### config.mk
export PLATFORM = sky130hd
export DESIGN_NAME = gcd_job_sequencer
export DESIGN_NICKNAME = d
export VERILOG_FILES = /design/src/rtl/gcd_job_sequencer.sv
export SDC_FILE = /design/constraint.sdc
export NUM_CORES = 1
export LEC_CHECK = 0
export ABC_AREA = 1
export ABC_CLOCK_PERIOD_IN_PS = 2050
export CAP_MARGIN = 20
export CORE_ASPECT_RATIO = 0.9
export CORE_MARGIN = 4
export CORE_UTILIZATION = 25
export CTS_CLUSTER_SIZE = 28
export DETAILED_ROUTE_END_ITERATION = 7
export GPL_TIMING_DRIVEN = 0
export SYNTH_ARGS = -nofsm -noshare
export SYNTH_HDL_FRONTEND = slang
export SYNTH_SLANG_ARGS = --single-unit
### constraint.sdc
create_clock -name clk -period 2.05 [get_ports clk]
set_input_delay 0.3075 -clock clk [delete_from_list [all_inputs] [get_ports clk]]
set_output_delay 0.3075 -clock clk [all_outputs]
set_load 0.01 [all_outputs]
### src/rtl/gcd_job_sequencer.sv
// Request/response sequencer that launches GCD jobs on the top_gcd go/done core.
// Optional WAIT-state watchdog enabled by defining GCD_TIMEOUT_EN.
module gcd_job_sequencer #(
  parameter int unsigned WIDTH          = 7,
  parameter int unsigned CNT_W          = 8,
  parameter int unsigned TIMEOUT_CYCLES = 255
) (
  input  logic             clk,
  input  logic             rst,
  input  logic             req_valid,
  output logic             req_ready,
  input  logic [WIDTH-1:0] req_a,
  input  logic [WIDTH-1:0] req_b,
  output logic             core_go,
  output logic [WIDTH-1:0] core_a,
  output logic [WIDTH-1:0] core_b,
  input  logic [WIDTH-1:0] core_out,
  input  logic             core_done,
  output logic             rsp_valid,
  input  logic             rsp_ready,
  output logic [WIDTH-1:0] rsp_gcd,
  output logic             rsp_err,
  output logic             busy,
  output logic [CNT_W-1:0] job_count
);

  typedef enum logic [1:0] {
    S_IDLE   = 2'd0,
    S_LAUNCH = 2'd1,
    S_WAIT   = 2'd2,
    S_RESP   = 2'd3
  } state_e;

  state_e           state_q;
  logic             core_go_q;
  logic [WIDTH-1:0] core_a_q;
  logic [WIDTH-1:0] core_b_q;
  logic             rsp_valid_q;
  logic [WIDTH-1:0] rsp_gcd_q;
  logic [CNT_W-1:0] job_count_q;
  logic             done_q;
  logic             done_edge;

  // Only a rising done counts, so a level left over from the previous job is ignored.
  assign done_edge = core_done && !done_q;

`ifdef GCD_TIMEOUT_EN
  localparam int unsigned TMO_W = (TIMEOUT_CYCLES < 2) ? 1 : $clog2(TIMEOUT_CYCLES + 1);

  logic [TMO_W-1:0] tmo_q;
  logic             rsp_err_q;
  logic             tmo_hit;

  // Fires in the WAIT cycle whose increment would bring the count to the limit.
  assign tmo_hit = (tmo_q == TMO_W'(TIMEOUT_CYCLES - 1));
  assign rsp_err = rsp_err_q;
`else
  assign rsp_err = 1'b0;
`endif

  always_ff @(posedge clk) begin
    if (rst) begin
      state_q     <= S_IDLE;
      core_go_q   <= 1'b0;
      core_a_q    <= '0;
      core_b_q    <= '0;
      rsp_valid_q <= 1'b0;
      rsp_gcd_q   <= '0;
      job_count_q <= '0;
      done_q      <= 1'b0;
`ifdef GCD_TIMEOUT_EN
      tmo_q       <= '0;
      rsp_err_q   <= 1'b0;
`endif
    end else begin
      done_q    <= core_done;
      core_go_q <= 1'b0;
      case (state_q)
        S_IDLE: begin
          if (req_valid) begin
            core_a_q <= req_a;
            core_b_q <= req_b;
            // A zero operand makes the answer trivial; the core is never started.
            if ((req_a == '0) || (req_b == '0)) begin
              rsp_gcd_q   <= req_a | req_b;
              rsp_valid_q <= 1'b1;
`ifdef GCD_TIMEOUT_EN
              rsp_err_q   <= 1'b0;
`endif
              state_q     <= S_RESP;
            end else begin
              core_go_q <= 1'b1;
              state_q   <= S_LAUNCH;
            end
          end
        end
        S_LAUNCH: begin
`ifdef GCD_TIMEOUT_EN
          tmo_q   <= '0;
`endif
          state_q <= S_WAIT;
        end
        S_WAIT: begin
          if (done_edge) begin
            rsp_gcd_q   <= core_out;
            rsp_valid_q <= 1'b1;
`ifdef GCD_TIMEOUT_EN
            rsp_err_q   <= 1'b0;
`endif
            state_q     <= S_RESP;
          end
`ifdef GCD_TIMEOUT_EN
          else if (tmo_hit) begin
            rsp_gcd_q   <= '0;
            rsp_err_q   <= 1'b1;
            rsp_valid_q <= 1'b1;
            state_q     <= S_RESP;
          end else begin
            tmo_q <= tmo_q + TMO_W'(1);
          end
`endif
        end
        S_RESP: begin
          if (rsp_ready) begin
            rsp_valid_q <= 1'b0;
            job_count_q <= job_count_q + CNT_W'(1);
            state_q     <= S_IDLE;
          end
        end
        default: state_q <= S_IDLE;
      endcase
    end
  end

  assign req_ready = (state_q == S_IDLE);
  assign busy      = (state_q != S_IDLE);
  assign core_go   = core_go_q;
  assign core_a    = core_a_q;
  assign core_b    = core_b_q;
  assign rsp_valid = rsp_valid_q;
  assign rsp_gcd   = rsp_gcd_q;
  assign job_count = job_count_q;

endmodule

==> PnR_summary.wiki <==
{| class="wikitable"
! Metric !! Value
|-
| Destination of the worst hold path || core_a[0]
|-
| ANT nets after route || 0
|-
| Iteration-0 DRC count of the detailed router || 51
|-
| Start of the worst register-to-register path || state_q[0]
|-
| Number of buffers added for setup after CTS || 0
|-
| Global-route usage over all layers || 11.7%
|-
| Worst hold slack across all endpoints || 0.486 ns
|-
| Max stage delay on crit path || 0.57 ns
|-
| Library cell used as clock root buffer || sky130_fd_sc_hd__clkbuf_8
|-
| Number of endpoints with negative hold slack in the final report || 0
|-
| Register-to-Register Path Depth || 10
|-
| Area of the multi-input gates || 857 um2
|-
| CTS H-tree lvls || 2
|-
| Maximum resistive drop on vdd || 0.473 mV
|-
| Global-route congestion overflow total || 0
|-
| Run status || finished, final reports clean
|-
| Initial core utilization || 26.1%
|-
| Arrival time at the worst endpoint || 1.62 ns
|-
| Vias post-DR || 1627
|-
| Area occupied by registers || 681 um2
|-
| Fraction of layout instances using a drive strength above 1 || 19.5%
|-
| Synth Register Bits || 34
|-
| Fill cell total of the finished layout || 725
|-
| Fin cells || 382
|-
| Net load switching power || 1.23 mW
|-
| Reg2Reg Capture Point || rsp_gcd[5]
|-
| Setup crit start kind || flop
|-
| Cell with the most instances after synthesis || sky130_fd_sc_hd__dfxtp_1
|-
| Endpoint kind of the worst setup timing path || primary output
|-
| Final setup violation count || 0
|-
| PD cells || 1250 mW/mm2
|-
| Int Pwr || 1.93 mW
|-
| Leading cell types by total area after synthesis || sky130_fd_sc_hd__dfxtp_1, sky130_fd_sc_hd__a21oi_1, sky130_fd_sc_hd__nor2_1, sky130_fd_sc_hd__nand2_1, sky130_fd_sc_hd__ha_1
|-
| Placed insts || 374
|-
| Maximum frequency from static timing analysis || 0.520 GHz
|-
| Area added between synthesis and finish || 45.3%
|-
| Ys async rst share || 0%
|-
| Number of sinks driven by the clock tree || 34
|-
| Number of enable flip-flop cells after synthesis || 0
|-
| Most frequently used flop master after synthesis || sky130_fd_sc_hd__dfxtp_1
|-
| Clock tree from TritonCTS || done
|-
| Cell leakage power || 1.06 nW
|-
| Clock power share || 16.3%
|-
| Synthesized netlist net count || 258
|-
| Maximum fanout count along the critical path || 6
|-
| Clock Latency Late Sink || 0.29 ns
|-
| Remaining DRCs || 0
|-
| # resized after CTS || 0
|-
| Number of synthesis warnings || 0
|-
| Number of global-route vias before repair || 1625
|-
| Mean instance size in the synthesized netlist || 7.69 um2
|-
| Number of buffers created by CTS || 5
|-
| Post-Route WL || 4610 um
|-
| Register area share after synthesis || 39.2%
|-
| Number of top-level pins || 60
|-
| Combinational share of power || 53.0%
|-
| Leading cell types by count after synthesis || sky130_fd_sc_hd__dfxtp_1, sky130_fd_sc_hd__nor2_1, sky130_fd_sc_hd__a21oi_1, sky130_fd_sc_hd__nand2_1, sky130_fd_sc_hd__inv_1
|-
| Final total negative setup slack || 0 ns
|-
| Cell variety after synth || 27
|-
| Top cell type by total area after synthesis || sky130_fd_sc_hd__dfxtp_1
|-
| Die Area || 0.00835 mm2
|-
| Clock input transition at the sequential cells of the worst setup and hold paths || 0.07 ns
|-
| RSZ-0062 raised after global routing || no
|-
| Final HPWL from detailed placement || 3650 um
|-
| Final setup skew || 0.00786 ns
|-
| Ordered list of cells on the worst path || inv_1 -> ha_2 -> clkdlybuf4s50_1
|-
| Antenna diode count || 0
|-
| Max-cap viol count || 0
|-
| First-pass GRT wire length || 7450 um
|-
| Cell count after synthesis || 226
|-
| Row cnt || 28
|-
| Chip Width || 95.9 um
|-
| Worst Hold Class || flop to flop
|-
| Cell type of the slowest stage on the worst timing path || sky130_fd_sc_hd__clkdlybuf4s50_1
|-
| Worst Hold Depth || 2
|-
| Final routed wire length divided by cell count || 12.1 um
|-
| FF-to-FF setup slack || 0.48 ns
|-
| Final Critical Period || 1.92 ns
|-
| Hold-fix buffers at CTS || 0
|-
| Number of buffers added on ports || 58
|-
| Share of the synthesized area in the top cell type || 39.2%
|-
| Final period utilization || 93.9%
|-
| Post-Synthesis Cell Area || 0.00174 mm2
|-
| WP data required || 1.74 ns
|-
| Switching power share of the total || 39.0%
|-
| Share of power burned in registers || 30.7%
|-
| Area inside the core boundary || 0.00666 mm2
|-
| Number of antenna violations at the first check in global routing || 0
|-
| Routability cong. || 0.770
|-
| Start point of the worst min-delay path || core_a[0]
|-
| Final max-slew violation count || 0
|-
| Setup Crit Path Kind || flop to primary output
|-
| CTS max path bufs || 2
|-
| Pre-antenna DRT Iters || 4
|-
| Vert. Die Dim || 87.1 um
|-
| Via-to-Cell Ratio || 4.26
|-
| Number of nets in the layout || 323
|-
| Maximum number of pins on one net before global-route repair || 11
|}
==> flip-flops by register name, summed over array words and instances (netlist names) <==
| name | cells |
|---|---|
| core_a | 7 |
| state_q | 2 |
| core_go | 1 |
| rsp_gcd | 7 |
| core_b | 7 |
| done_q | 1 |
| job_count | 8 |
| rsp_valid | 1 |
==> worst max-delay path by stage <==
stage | startpoint | end | slack (ns) | cells after the start
6_report | state_q[1] | req_ready | 0.13 | 3
5_1_grt | state_q[1] | req_ready | 0.05 | 3
4_1_cts | state_q[0] | req_ready | 0.01 | 3
3_5_place_dp | rst | core_a[4] | 0.30 | 5
3_3_place_gp | rst | core_a[4] | 0.31 | 5
2_1_floorplan | state_q[0] | rsp_gcd[4] | 0.57 | 9
==> worst max-delay path, delay by kind of cell, from the launching register on <==
kind / cells / cell delay (ns)
flip-flops: 1 / 0.33
adder cells (fa/ha/maj): 1 / 0.30
buffers and inverters: 2 / 0.69
==> power by group through the flow <==
stage | clock, mW | combinational (mW) | sequential (mW)
floorplan | 0 | 0.966 | 1.05
global placement | 0 | 1.67 | 0.979
detailed placement | 0 | 1.68 | 0.986
CTS | 0.534 | 1.70 | 0.973
global route | 0.567 | 1.83 | 1.00
finish | 0.514 | 1.67 | 0.971
==> cells by family after synthesis <==
| logic type | Yosys count | share of synthesized area [%] |
|---|---|---|
| adder cells (fa/ha/maj) | 6 | 4.32 |
| other | 1 | 0.216 |
| AO/OA/AOI/OAI | 55 | 17.8 |
| buffers and inverters | 40 | 11.7 |
| AND/OR/NAND/NOR | 90 | 26.9 |
| flip-flops | 34 | 39.2 |
==> stage by stage <==
stage / cell area [um2] / setup slack (ns) / total power, mW / utilization [%]
after global placement: 2430 / 0.306 / 2.65 / 36.5
after global routing: 2520 / 0.0513 / 3.40 / 37.9
final: 2520 / 0.126 / 3.16 / 37.9
after floorplan: 1740 / 0.572 / 2.02 / -
after detailed placement: 2430 / 0.300 / 2.67 / 36.5
after CTS: 2520 / 0.0112 / 3.20 / 37.9
==> cell usage in the layout (no fill, tap or decap) <==
| cell | instances |
|---|---|
| sky130_fd_sc_hd__clkdlybuf4s50_1 | 58 |
| sky130_fd_sc_hd__dfxtp_1 | 34 |
| sky130_fd_sc_hd__nor2_1 | 30 |
| sky130_fd_sc_hd__a21oi_1 | 28 |
| sky130_fd_sc_hd__nand2_1 | 28 |
| sky130_fd_sc_hd__inv_1 | 20 |
| sky130_fd_sc_hd__o21ai_1 | 11 |
| sky130_fd_sc_hd__inv_2 | 10 |
| sky130_fd_sc_hd__nand2_2 | 8 |
| sky130_fd_sc_hd__a21oi_2 | 8 |
| sky130_fd_sc_hd__o21ai_0 | 7 |
| sky130_fd_sc_hd__clkbuf_8 | 7 |
| sky130_fd_sc_hd__nand3_1 | 6 |
| sky130_fd_sc_hd__buf_6 | 5 |
| sky130_fd_sc_hd__nor2_2 | 5 |
| sky130_fd_sc_hd__nand3_2 | 5 |
| sky130_fd_sc_hd__ha_1 | 5 |
| sky130_fd_sc_hd__clkbuf_1 | 3 |
| sky130_fd_sc_hd__nor3_4 | 2 |
| sky130_fd_sc_hd__nor3_1 | 2 |
| sky130_fd_sc_hd__buf_2 | 1 |
| sky130_fd_sc_hd__nor3_2 | 1 |
| sky130_fd_sc_hd__nor2_4 | 1 |
| sky130_fd_sc_hd__nand3_4 | 1 |
| sky130_fd_sc_hd__o31a_1 | 1 |
| sky130_fd_sc_hd__nand4_1 | 1 |
| sky130_fd_sc_hd__ha_2 | 1 |
| sky130_fd_sc_hd__buf_4 | 1 |
| sky130_fd_sc_hd__conb_1 | 1 |
| sky130_fd_sc_hd__clkinv_2 | 1 |
==> final cells by class <==
class | instances | share of cell area, %
Tap cell | 90 | 4.46
Inverter | 30 | 4.46
Sequential cell | 34 | 27.0
Multi-Input combinational cell | 152 | 33.9
Clock inverter | 1 | 0.198
Clock buffer | 7 | 3.42
Buffer | 10 | 3.57
Timing Repair Buffer | 58 | 23.0
==> per-layer routing <==
layer | share of wire [%] | GRT usage, % | vias to the layer above
li1 | - | - | 852
met1 | 46 | 14.6 | 733
met2 | 46 | 18.8 | 35
met3 | 5.8 | 3.80 | 7
met4 | 1.5 | 4.26 | 0
met5 | 0 | 0 | -
No activity file was read; power rests on OpenSTA's default activity.
